## config.mk

```make
export PLATFORM = sky130hd
export DESIGN_NAME = pwm_duty_meter
export DESIGN_NICKNAME = d
export VERILOG_FILES = /design/src/rtl/pwm_duty_meter.sv
export SDC_FILE = /design/constraint.sdc
export NUM_CORES = 1
export LEC_CHECK = 0
export ABC_AREA = 1
export BUFFER_PORTS_ARGS = -buffer_cell sky130_fd_sc_hd__buf_2
export CORE_MARGIN = 2
export CORE_UTILIZATION = 53
export CTS_CLUSTER_SIZE = 30
export DETAILED_ROUTE_END_ITERATION = 7
export PLACE_DENSITY = 0.78
export SLEW_MARGIN = 20
export SYNTH_ARGS = -nofsm -noshare
export SYNTH_HDL_FRONTEND = slang
export SYNTH_SLANG_ARGS = --single-unit
```

## constraint.sdc

```tcl
create_clock -name i_clk -period 1.15 [get_ports i_clk]
set_input_delay 0.0575 -clock i_clk [delete_from_list [all_inputs] [get_ports i_clk]]
set_output_delay 0.0575 -clock i_clk [all_outputs]
set_load 0.05 [all_outputs]
```

## src/rtl/pwm_duty_meter.sv

```systemverilog
// pwm_duty_meter
// Measures a sampled PWM waveform between consecutive rising edges and turns
// each correctly sized period back into the brightness code (high-cycle count)
// that produced it. A constant input is reported through an idle timeout as
// 0 or PERIOD.

module pwm_duty_meter #(
   parameter int PERIOD  = 16,
   parameter int DUTY_W  = 5,
   parameter int TIMEOUT = 64,
   parameter int CNT_W   = 8
) (
   input  logic              i_clk,
   input  logic              i_rst_n,
   input  logic              i_pwm,
   output logic [DUTY_W-1:0] o_duty,
   output logic              o_valid,
   output logic              o_err,
   output logic              o_locked
);

   typedef enum logic {
      ST_ACQ,
      ST_MEAS
   } state_t;

   localparam logic [CNT_W-1:0]  LP_PERIOD     = CNT_W'(PERIOD);
   localparam logic [CNT_W-1:0]  LP_IDLE_LAST  = CNT_W'(TIMEOUT - 1);
   localparam logic [CNT_W-1:0]  LP_ONE        = CNT_W'(1);
   localparam logic [DUTY_W-1:0] LP_FULL_DUTY  = DUTY_W'(PERIOD);

   logic              r_sync1;
   logic              r_sync2;
   logic              r_prev;
   logic [CNT_W-1:0]  r_perCnt;
   logic [CNT_W-1:0]  r_hiCnt;
   logic [CNT_W-1:0]  r_idleCnt;
   state_t            r_state;
   logic [DUTY_W-1:0] r_duty;
   logic              r_valid;
   logic              r_err;
   logic              r_locked;

   logic              w_rise;
   logic              w_timeout;
   logic [DUTY_W-1:0] w_hiDuty;
   state_t            w_stateNext;
   logic [DUTY_W-1:0] w_dutyNext;
   logic              w_validNext;
   logic              w_errNext;
   logic              w_lockedNext;

   // A rising edge is seen when the synchronized sample is high and the one
   // before it was low; a timeout only counts if no edge arrives with it.
   assign w_rise    = r_sync2 & ~r_prev;
   assign w_timeout = (r_idleCnt == LP_IDLE_LAST) & ~w_rise;
   assign w_hiDuty  = DUTY_W'(r_hiCnt);

   // Two-flop synchronizer for the asynchronous PWM input, plus one more flop
   // holding the previous synchronized sample for edge detection.
   always_ff @(posedge i_clk or negedge i_rst_n) begin
      if (!i_rst_n) begin
         r_sync1 <= 1'b0;
         r_sync2 <= 1'b0;
         r_prev  <= 1'b0;
      end else begin
         r_sync1 <= i_pwm;
         r_sync2 <= r_sync1;
         r_prev  <= r_sync2;
      end
   end

   // Period and high-time counters restart at 1 on each rising edge so that
   // the edge cycle itself is counted; both saturate rather than wrap. The
   // idle counter restarts on an edge or on a timeout.
   always_ff @(posedge i_clk or negedge i_rst_n) begin
      if (!i_rst_n) begin
         r_perCnt  <= '0;
         r_hiCnt   <= '0;
         r_idleCnt <= '0;
      end else if (w_rise) begin
         r_perCnt  <= LP_ONE;
         r_hiCnt   <= LP_ONE;
         r_idleCnt <= '0;
      end else begin
         if (r_perCnt != '1) begin
            r_perCnt <= r_perCnt + LP_ONE;
         end
         if (r_sync2 && (r_hiCnt != '1)) begin
            r_hiCnt <= r_hiCnt + LP_ONE;
         end
         if (w_timeout) begin
            r_idleCnt <= '0;
         end else begin
            r_idleCnt <= r_idleCnt + LP_ONE;
         end
      end
   end

   // State register and registered result outputs.
   always_ff @(posedge i_clk or negedge i_rst_n) begin
      if (!i_rst_n) begin
         r_state  <= ST_ACQ;
         r_duty   <= '0;
         r_valid  <= 1'b0;
         r_err    <= 1'b0;
         r_locked <= 1'b0;
      end else begin
         r_state  <= w_stateNext;
         r_duty   <= w_dutyNext;
         r_valid  <= w_validNext;
         r_err    <= w_errNext;
         r_locked <= w_lockedNext;
      end
   end

   // Next-state and result decode: an edge in ACQ only arms the measurement,
   // an edge in MEAS judges the finished period, and a timeout reports the
   // constant level and drops back to acquisition.
   always_comb begin
      w_stateNext  = r_state;
      w_dutyNext   = r_duty;
      w_validNext  = 1'b0;
      w_errNext    = 1'b0;
      w_lockedNext = r_locked;
      if (w_rise) begin
         case (r_state)
            ST_ACQ: begin
               w_stateNext = ST_MEAS;
            end
            ST_MEAS: begin
               if (r_perCnt == LP_PERIOD) begin
                  w_dutyNext   = w_hiDuty;
                  w_validNext  = 1'b1;
                  w_lockedNext = 1'b1;
               end else begin
                  w_errNext    = 1'b1;
                  w_lockedNext = 1'b0;
               end
            end
            default: begin
               w_stateNext = ST_ACQ;
            end
         endcase
      end else if (w_timeout) begin
         w_dutyNext   = r_sync2 ? LP_FULL_DUTY : '0;
         w_validNext  = 1'b1;
         w_lockedNext = 1'b0;
         w_stateNext  = ST_ACQ;
      end
   end

   assign o_duty   = r_duty;
   assign o_valid  = r_valid;
   assign o_err    = r_err;
   assign o_locked = r_locked;

endmodule

```

==> impl_metrics.env <==
export IMPL_status="complete, but fails checks"
export IMPL_violations="negative setup slack"
export IMPL_gp_congestion=0.814
export IMPL_reg2reg_from="r_perCnt[0]"
export IMPL_dp_cells=287
export IMPL_cap_violations=0
export IMPL_drt_iter0_markers=165
export IMPL_ys_seq_area_frac=0.512
export IMPL_crit_arrival_ns=1.71
export IMPL_placed_area_um2=2120
export IMPL_ff2ff_setup_slack_ns=-0.24
export IMPL_power_leakage_uw=0.00122
export IMPL_rsz0062_at_grt="yes"
export IMPL_critPathKind="reg -> reg"
export IMPL_worstSetupStartpointType="register"
export IMPL_skew_ns=0.0152
export IMPL_port_buffer_count=10
export IMPL_grt_pass1_vias=1496
export IMPL_drv_slew=0
export IMPL_overflow=0
export IMPL_postSynthAreaPerCell_um2=8.58
export IMPL_fin_crit_sh=1.21
export IMPL_viasPerCell=5.44
export IMPL_utilization=0.817
export IMPL_vdd_ir_drop_worst_mv=0.828
export IMPL_cts_tree="done"
export IMPL_final_cell_area_um2=2530
export IMPL_io_pins=11
export IMPL_syn_num_nets=212
export IMPL_period_minus_slack_ns=1.39
export IMPL_drive_gt1_frac=0.466
export IMPL_hold_viol=0
export IMPL_diodes=0
export IMPL_fill_cells=182
export IMPL_synth_distinct_cells=30
export IMPL_post_dp_hpwl_um=2490
export IMPL_clk_insertion_delay_late_ns=0.36
export IMPL_layout_cells_non_filler=308
export IMPL_finalSetupTns_ns=-3.43
export IMPL_antenna_found_initial=0
export IMPL_cts_inserted_buffers=5
export IMPL_maxSlewHeadroom=0.699
export IMPL_drc=0
export IMPL_r2r_end="o_duty[4]"
export IMPL_clkSlewWorstSetupHoldPaths_ns=0.12
export IMPL_grt_pass1_wl_um=6800
export IMPL_htreeDepth=2
export IMPL_synth_edf_count=0
export IMPL_syn_cell_area_um2=1760
export IMPL_ant_nets=0
export IMPL_die_area_um2=3800
export IMPL_cp_end_kind="register"
export IMPL_yosys_warnings=0
export IMPL_synth_top_area_frac=0.512
export IMPL_wire_per_inst_um=15.6
export IMPL_synth_largest_area_cell="dfrtp_1"
export IMPL_wl_um=4820
export IMPL_area_growth_pct=44.0
export IMPL_worstSetupStartpoint="r_perCnt[0]"
export IMPL_p_per_area_nw_per_um2=1360
export IMPL_syn_inst=205
export IMPL_grt_max_degree=37
export IMPL_root_buffer="clkbuf_4"
export IMPL_hold_ws_ns=0.253
export IMPL_cts_sinks=36
export IMPL_core_area_um2=3100
export IMPL_crit_fanout=8
export IMPL_max_clock_path_buffers=2
export IMPL_crit_required_ns=1.46
export IMPL_reg2regPathDepth=7
export IMPL_synth_seq_cells=36
export IMPL_yosysMostFrequentCell="nand2_1"
export IMPL_synth_flop_cell="dfrtp_1"
export IMPL_finalSetupViolCount=30
export IMPL_ys_top_cells_by_count="nand2_1 (52), dfrtp_1 (36), inv_1 (24), nand3_1 (20), nor2_1 (19)"
export IMPL_vias=1677
export IMPL_initial_utilization=0.567
export IMPL_fin_nets=270
export IMPL_synth_async_reset_ratio=1.00
export IMPL_rows=20
export IMPL_die_w_um=61.6
export IMPL_max_slew_worst_pin_slew_ns=0.452
export IMPL_die_h_um=61.6
export IMPL_firstDrtPassIters=5
export IMPL_hold_path_class="in -> async"
export IMPL_grt_util_all_layers=0.247
export IMPL_fin_ws_ns=-0.245
export IMPL_fmax_mhz=717
export IMPL_synth_top_cells_by_area="dfrtp_1 (51%), nand2_1 (11%), nand3_1 (5.7%)"
==> cell families (layout without fill, tap and decap cells) <==
group,after synthesis,after routing,share of synthesized area
flops,36,36,0.512
compound gates,22,22,0.0690
buf+inv,26,84,0.0583
xor+xnor,5,5,0.0249
simple gates,112,113,0.307
fa+ha+maj,4,4,0.0285
==> metrics by stage <==
step / power, uW / setup WS, ns
after floorplan: 2020 / -0.0481
after global placement: 2290 / -0.0976
after detailed placement: 2320 / -0.140
after CTS: 3230 / -0.148
after global routing: 3590 / -0.353
final: 3450 / -0.245
==> report_power, final <==
group | internal, uW | switching (uW) | leakage, uW
Combinational | 511 | 539 | 0.000707
Clock | 291 | 465 | 0.0000380
Sequential | 1420 | 222 | 0.000474
==> placed cells by master (no fill, tap or decap), drive strengths merged, types with 2 or more instances in the layout <==
| cell type | instances |
|---|---|
| clkbuf | 6 |
| buf | 49 |
| nand2 | 57 |
| ha | 4 |
| xnor2 | 2 |
| dlygate4sd3 | 2 |
| clkinv | 3 |
| xor2 | 3 |
| o21ai | 10 |
| nand3 | 23 |
| inv | 23 |
| nand4 | 3 |
| dfrtp | 36 |
| nor3 | 4 |
| a21oi | 7 |
| nor2 | 23 |
==> timing repair <==
item | 4_1_cts | 5_1_grt
endpoints found under the hold margin | 37 | 0
gates cloned | 1 | 0
endpoints found under the setup margin | 27 | 33
resized for setup | 40 | 29
buffers inserted | 7 | 4
pin swaps | 15 | 11
hold buffers | 2 | 0
==> critical path: stages (launching register included) <==
cell and delay, ns:
dfrtp_1 0.45, inv_2 0.11, ha_4 0.13, nor3b_4 0.25, nand3_4 0.18, nand2_2 0.11, nand2_1 0.07, nand2_1 0.07
==> worst max path at each step <==
| stage | endpoint | slack (ns) | cells past startpoint |
|---|---|---|---|
| finish | o_duty[4] | -0.24 | 7 |
| global route | o_duty[4] | -0.35 | 6 |
| CTS | o_duty[3] | -0.15 | 6 |
| detailed placement | o_duty[3] | -0.14 | 7 |
| global placement | o_duty[1] | -0.1 | 6 |
| floorplan | o_duty[4] | -0.05 | 6 |
==> layout make-up <==
type / instances / area, um^2 / area share
multi-input cells: 144 / 1030 / 0.406
flip-flops and latches: 36 / 903 / 0.357
repair buffers: 51 / 382 / 0.151
inverters: 25 / 103 / 0.0405
well taps: 44 / 55.1 / 0.0217
clock buffers: 6 / 51.3 / 0.0202
clock inverters: 2 / 10.0 / 0.00395
==> sequential cells by signal (all words and copies together) (netlist names) <==
| name | count |
|---|---|
| o_valid | 1 |
| r_perCnt | 8 |
| r_state | 1 |
| r_sync2 | 1 |
| o_err | 1 |
| r_prev | 1 |
| o_duty | 5 |
| o_locked | 1 |
| r_idleCnt | 8 |
| r_hiCnt | 8 |
| r_sync1 | 1 |
==> routing by layer <==
layer  track usage  share of wire
met1         0.327           0.44
met3        0.0504          0.051
met2         0.392           0.49
met4         0.109          0.017
met5             0              0
(Power assumes the default switching activity.)
